==> src/rtl/serial_word_endpoint.sv <==
// Host-side bit-serial endpoint: LSB-first TX serializer and RX deserializer, both with valid/ready handshakes.
// Optional feature macro SERIAL_LOOPBACK_EN adds i_loopback, routing TX serial output straight into RX.
module serial_word_endpoint #(
  parameter int DATA_WIDTH  = 24,
  parameter int IDLE_CYCLES = 1
) (
  input  logic                  i_clk,
  input  logic                  i_rst_n,
`ifdef SERIAL_LOOPBACK_EN
  input  logic                  i_loopback,
`endif
  input  logic [DATA_WIDTH-1:0] i_tx_data,
  input  logic                  i_tx_valid,
  output logic                  o_tx_ready,
  output logic                  o_ser_dout,
  output logic                  o_ser_dout_valid,
  input  logic                  i_ser_ready,
  input  logic                  i_ser_din,
  input  logic                  i_ser_din_valid,
  output logic                  o_ser_ready,
  output logic [DATA_WIDTH-1:0] o_rx_data,
  output logic                  o_rx_valid,
  input  logic                  i_rx_ready
);

  localparam int CW = (DATA_WIDTH > 1) ? $clog2(DATA_WIDTH) : 1;
  localparam int GW = $clog2(IDLE_CYCLES + 1);
  localparam logic [CW-1:0] BIT_LAST = CW'(DATA_WIDTH - 1);
  localparam logic [GW-1:0] GAP_LAST = GW'(IDLE_CYCLES - 1);

  typedef enum logic [1:0] {TX_IDLE, TX_SHIFT, TX_GAP} tx_state_t;
  typedef enum logic [1:0] {RX_WAIT, RX_SHIFT, RX_HOLD} rx_state_t;

  tx_state_t tx_state, tx_next;
  rx_state_t rx_state, rx_next;

  logic [DATA_WIDTH-1:0] tx_sr, rx_sr, rx_shift;
  logic [CW-1:0]         tx_cnt, rx_cnt;
  logic [GW-1:0]         gap_cnt;
  logic                  tx_ser_ready, rx_din, rx_din_valid;
  logic                  din_valid_q, rx_edge, rx_pend;

`ifdef SERIAL_LOOPBACK_EN
  assign tx_ser_ready = i_loopback ? o_ser_ready      : i_ser_ready;
  assign rx_din       = i_loopback ? o_ser_dout       : i_ser_din;
  assign rx_din_valid = i_loopback ? o_ser_dout_valid : i_ser_din_valid;
`else
  assign tx_ser_ready = i_ser_ready;
  assign rx_din       = i_ser_din;
  assign rx_din_valid = i_ser_din_valid;
`endif

  assign o_tx_ready       = (tx_state == TX_IDLE);
  assign o_ser_dout_valid = (tx_state == TX_SHIFT);
  assign o_ser_dout       = o_ser_dout_valid & tx_sr[0];

  always_comb begin
    tx_next = tx_state;
    case (tx_state)
      TX_IDLE:  if (i_tx_valid) tx_next = TX_SHIFT;
      TX_SHIFT: if (tx_ser_ready && tx_cnt == BIT_LAST) tx_next = TX_GAP;
      TX_GAP:   if (gap_cnt == GAP_LAST) tx_next = TX_IDLE;
      default:  tx_next = TX_IDLE;
    endcase
  end

  always_ff @(posedge i_clk or negedge i_rst_n) begin
    if (!i_rst_n) begin
      tx_state <= TX_IDLE;
      tx_sr    <= '0;
      tx_cnt   <= '0;
      gap_cnt  <= '0;
    end else begin
      tx_state <= tx_next;
      case (tx_state)
        TX_IDLE: begin
          if (i_tx_valid) tx_sr <= i_tx_data;
          tx_cnt <= '0;
        end
        TX_SHIFT: begin
          // Zero fill keeps o_ser_dout low once the word has drained.
          if (tx_ser_ready) begin
            tx_sr  <= tx_sr >> 1;
            tx_cnt <= tx_cnt + CW'(1);
          end
          gap_cnt <= '0;
        end
        TX_GAP:  gap_cnt <= gap_cnt + GW'(1);
        default: gap_cnt <= '0;
      endcase
    end
  end

  // A word starts on a rising edge of the peer's valid, not on its level.
  assign rx_edge     = rx_din_valid & ~din_valid_q;
  assign rx_shift    = {rx_din, rx_sr[DATA_WIDTH-1:1]};
  assign o_ser_ready = (rx_state == RX_SHIFT);
  assign o_rx_valid  = (rx_state == RX_HOLD);

  always_comb begin
    rx_next = rx_state;
    case (rx_state)
      RX_WAIT:  if (rx_edge) rx_next = RX_SHIFT;
      RX_SHIFT: if (rx_cnt == BIT_LAST) rx_next = RX_HOLD;
      RX_HOLD:  if (i_rx_ready) rx_next = (rx_pend || rx_edge) ? RX_SHIFT : RX_WAIT;
      default:  rx_next = RX_WAIT;
    endcase
  end

  always_ff @(posedge i_clk or negedge i_rst_n) begin
    if (!i_rst_n) begin
      rx_state    <= RX_WAIT;
      rx_sr       <= '0;
      rx_cnt      <= '0;
      rx_pend     <= 1'b0;
      din_valid_q <= 1'b0;
      o_rx_data   <= '0;
    end else begin
      rx_state    <= rx_next;
      din_valid_q <= rx_din_valid;
      if (rx_state == RX_SHIFT) begin
        rx_sr  <= rx_shift;
        rx_cnt <= rx_cnt + CW'(1);
        if (rx_cnt == BIT_LAST) o_rx_data <= rx_shift;
      end else begin
        rx_cnt <= '0;
      end
      // An edge arriving at the HOLD exit is consumed directly by rx_next.
      if (rx_state == RX_HOLD && i_rx_ready) rx_pend <= 1'b0;
      else if (rx_edge && rx_state != RX_WAIT) rx_pend <= 1'b1;
    end
  end

endmodule

==> config.mk <==
export PLATFORM = sky130hd
export DESIGN_NAME = serial_word_endpoint
export DESIGN_NICKNAME = d
export VERILOG_FILES = /design/src/rtl/serial_word_endpoint.sv
export SDC_FILE = /design/constraint.sdc
export NUM_CORES = 1
export LEC_CHECK = 0
export ABC_CLOCK_PERIOD_IN_PS = 2100
export BUFFER_PORTS_ARGS = -buffer_cell sky130_fd_sc_hd__clkbuf_2
export CORE_MARGIN = 5
export CORE_UTILIZATION = 35
export CTS_CLUSTER_DIAMETER = 30
export DETAILED_ROUTE_END_ITERATION = 10
export SKIP_LAST_GASP = 1
export SYNTH_ARGS = -nofsm -noshare
export SYNTH_HDL_FRONTEND = slang
export SYNTH_SLANG_ARGS = --single-unit
==> constraint.sdc <==
create_clock -name i_clk -period 2.1 [get_ports i_clk]
set_clock_uncertainty 0.1 [all_clocks]
set_input_delay 0.42 -clock i_clk [delete_from_list [all_inputs] [get_ports i_clk]]
set_output_delay 0.42 -clock i_clk [all_outputs]
set_load 0.03 [all_outputs]
==> impl_metrics.toml <==
[status]
outcome = "finished clean"

[critical_path]
crit_buf_inv = 2
critPathRequiredTime_ns = 1.58
cp-end-kind = "output port"
worstPathMaxFanout = 13
path_cells = "nor2b_4, buf_12, and2_1, clkbuf_2"
startpoint_type = "register"
crit_type = "reg -> out"
cp_slowest_cell = "dfrtp_2"
critical_path_arrival_ns = 1.49
max_stage_delay_ns = 0.43
critical_path.top_delay_family = "flip-flops"

[die]
die_h_um = 116
dieArea_um2 = 13400
io_pins = 60
rows = 38
die_w_um = 116
initial_core_util = 0.360
core_um2 = 10900

[yosys]
synth_area_um2 = 3920
synth_adder_area_share = 0.00639
synth_xor_area_frac = 0.00895
yosys_warnings = 0
avgSynthCellArea_um2 = 13.0
synth_cell_type_count = 32
synthTopCellsByArea = "dfrtp_1 56%, mux2_4 15%, mux2_2 8.6%"
synth_top_area_share = 0.562
synth_top_family_by_area = "multiplexers"
yosys-mux-area-fraction = 0.240
ys_ff_latch = 88
synth_compound_area_frac = 0.0313
yosysSeqAreaShare = 0.562
syn-num-nets = 335
synth_top_area_cell = "dfrtp_1"
syn_inst = 302
synthSimpleGateAreaFrac = 0.115

[global_route]
grt_pass1_wl_mm = 12.2
grt_pass1_vias = 2574
gr-total-overflow = 0
antenna_found_initial = 0
globalRouteTotalUtil = 0.116
grt_max_degree = 52

[routing]
antenna_left = 0
num_vias = 2417
wirelength_mm = 7.35
drt_iter0_drc = 107
wl_per_cell_um = 14.3
via_per_inst = 4.71
drc = 0
drtPass1Iterations = 4

[place]
dp_hpwl_mm = 4.88
placed_cell_area_um2 = 4360
place_congestion = 0.731
port_buffers = 59

[job]
maxCapViolCount = 0

[clock_network]
clock_latency_ns = 0.36
cts_tree = "built"
cts.sinks = 88
cts_root_buf = "clkbuf_8"
h-tree-depth = 3
cts_buffers = 9
clk_pin_slew_worst_paths_ns = 0.09
cts_buffer_depth = 2

[timing]
finalHoldViolations = 0
max_slew_margin = 0.649
fmaxAchievable_ghz = 0.498
setup_viol = 0
maxSlewViolCount = 0
final.setup.tns_ns = 0
period_share = 0.957
whs_ns = 0.0661
worst_pin_slew_ns = 0.525
min_period_ns = 2.01
rsz0062_at_grt = "no"

[finish]
fin_area_um2 = 4600
drive_above_1_share = 0.426
fin_nets = 401
final_common_cell = "dfrtp_1"
final_cell_mix = "87 x dfrtp_1, 70 x nand2_1, 58 x clkbuf_2, 40 x mux2_4, 30 x mux2_2"
antennaDiodeCount = 0
n_fill_cell = 1027
area_delta_synth_final_pct = 17.5

[worst_hold_path]
worstHoldPathType = "in -> reg"

[pwr]
power_mw = 5.21
ir_drop_mv = 0.661
p_leak_nw = 2.34
power.density_nw_per_um2 = 1130
[report_power, final]
group          total (mW)  switching [mW]  leakage [nW]  internal [mW]
clock network        1.19           0.630        0.0933          0.557
registers            2.52           0.336          1.11           2.18
logic                1.51           0.705          1.14          0.802
total                5.21            1.67          2.34           3.54
[cells by family after synthesis]
group | Yosys count
AND/OR/NAND/NOR | 101
flip-flops | 88
multiplexers | 70
buffers and inverters | 20
AO/OA/AOI/OAI | 17
XOR/XNOR | 4
adder cells (fa/ha/maj) | 2
[cells in the mapped netlist (all sizes together)]
cell type / count
dfrtp: 88
mux2: 70
nand2: 70
buf: 11
nor2: 8
nor2b: 6
o31ai: 6
a21oi: 5
inv: 5
nand3: 5
clkbuf: 4
and2: 3
o21ai: 3
or4: 3
ha: 2
nand2b: 2
xnor2: 2
xor2: 2
a21o: 1
and4b: 1
nand3b: 1
nand4b: 1
nor3: 1
o32a: 1
o32ai: 1
[final timing paths]
kind	from	slack, ns	end	depth (start not counted)
min in group asynchronous	i_rst_n	0.36	tx_sr[11]$_DFFE_PN0P_	2
max	tx_state[0]$_DFFE_PN0P_	0.09	o_ser_dout	4
min reg2reg	rx_cnt[0]$_DFF_PN0_	0.37	rx_cnt[0]$_DFF_PN0_	1
max in group asynchronous	i_rst_n	0.94	tx_state[0]$_DFFE_PN0P_	3
min	i_ser_din_valid	0.07	din_valid_q$_DFF_PN0_	1
max reg2reg	rx_cnt[0]$_DFF_PN0_	0.29	o_rx_data[6]$_DFFE_PN0P_	4
[layer usage]
metal	part of all wire	GRT usage
met1	0.46	0.150
met2	0.47	0.181
met3	0.063	0.0433
met4	0.012	0.0371
met5	0	0
[sequential cells by signal, summed over array words and instances, names as in the netlist]
signal       flops
tx_cnt           5
rx_sr           23
rx_pend          1
din_valid_q      1
o_rx_data       24
tx_sr           24
rx_cnt           5
gap_cnt          1
tx_state         2
rx_state         2
[layout make-up]
type	count	area [um2]	area share
Timing Repair Buffer	70	438	0.0952
Inverter	5	18.8	0.00408
Clock buffer	10	128	0.0277
Multi-Input combinational cell	194	1570	0.341
Tap cell	140	175	0.0381
Sequential cell	88	2200	0.479
Clock inverter	6	67.6	0.0147
[timing repair]
action | in CTS | in global routing
buffers inserted | 0 | 1
hold buffers | 1 | 0
resized for setup | 1 | 0
pin swaps | 0 | 0
setup endpoints to repair | 1 | 1
endpoints found under the hold margin | 16 | 0
cloned | 0 | 1
[metrics by stage]
| stage | utilization | instances | setup slack, ns |
|---|---|---|---|
| finish | 0.423 | 513 | 0.0910 |
| global route | 0.423 | 513 | 0.0132 |
| CTS | 0.420 | 511 | 0.00758 |
| detailed placement | 0.401 | 494 | 0.286 |
| global placement | 0.401 | 494 | 0.356 |
| floorplan | - | 302 | 0.354 |
Note: power is estimated with default switching activity, not from simulation.
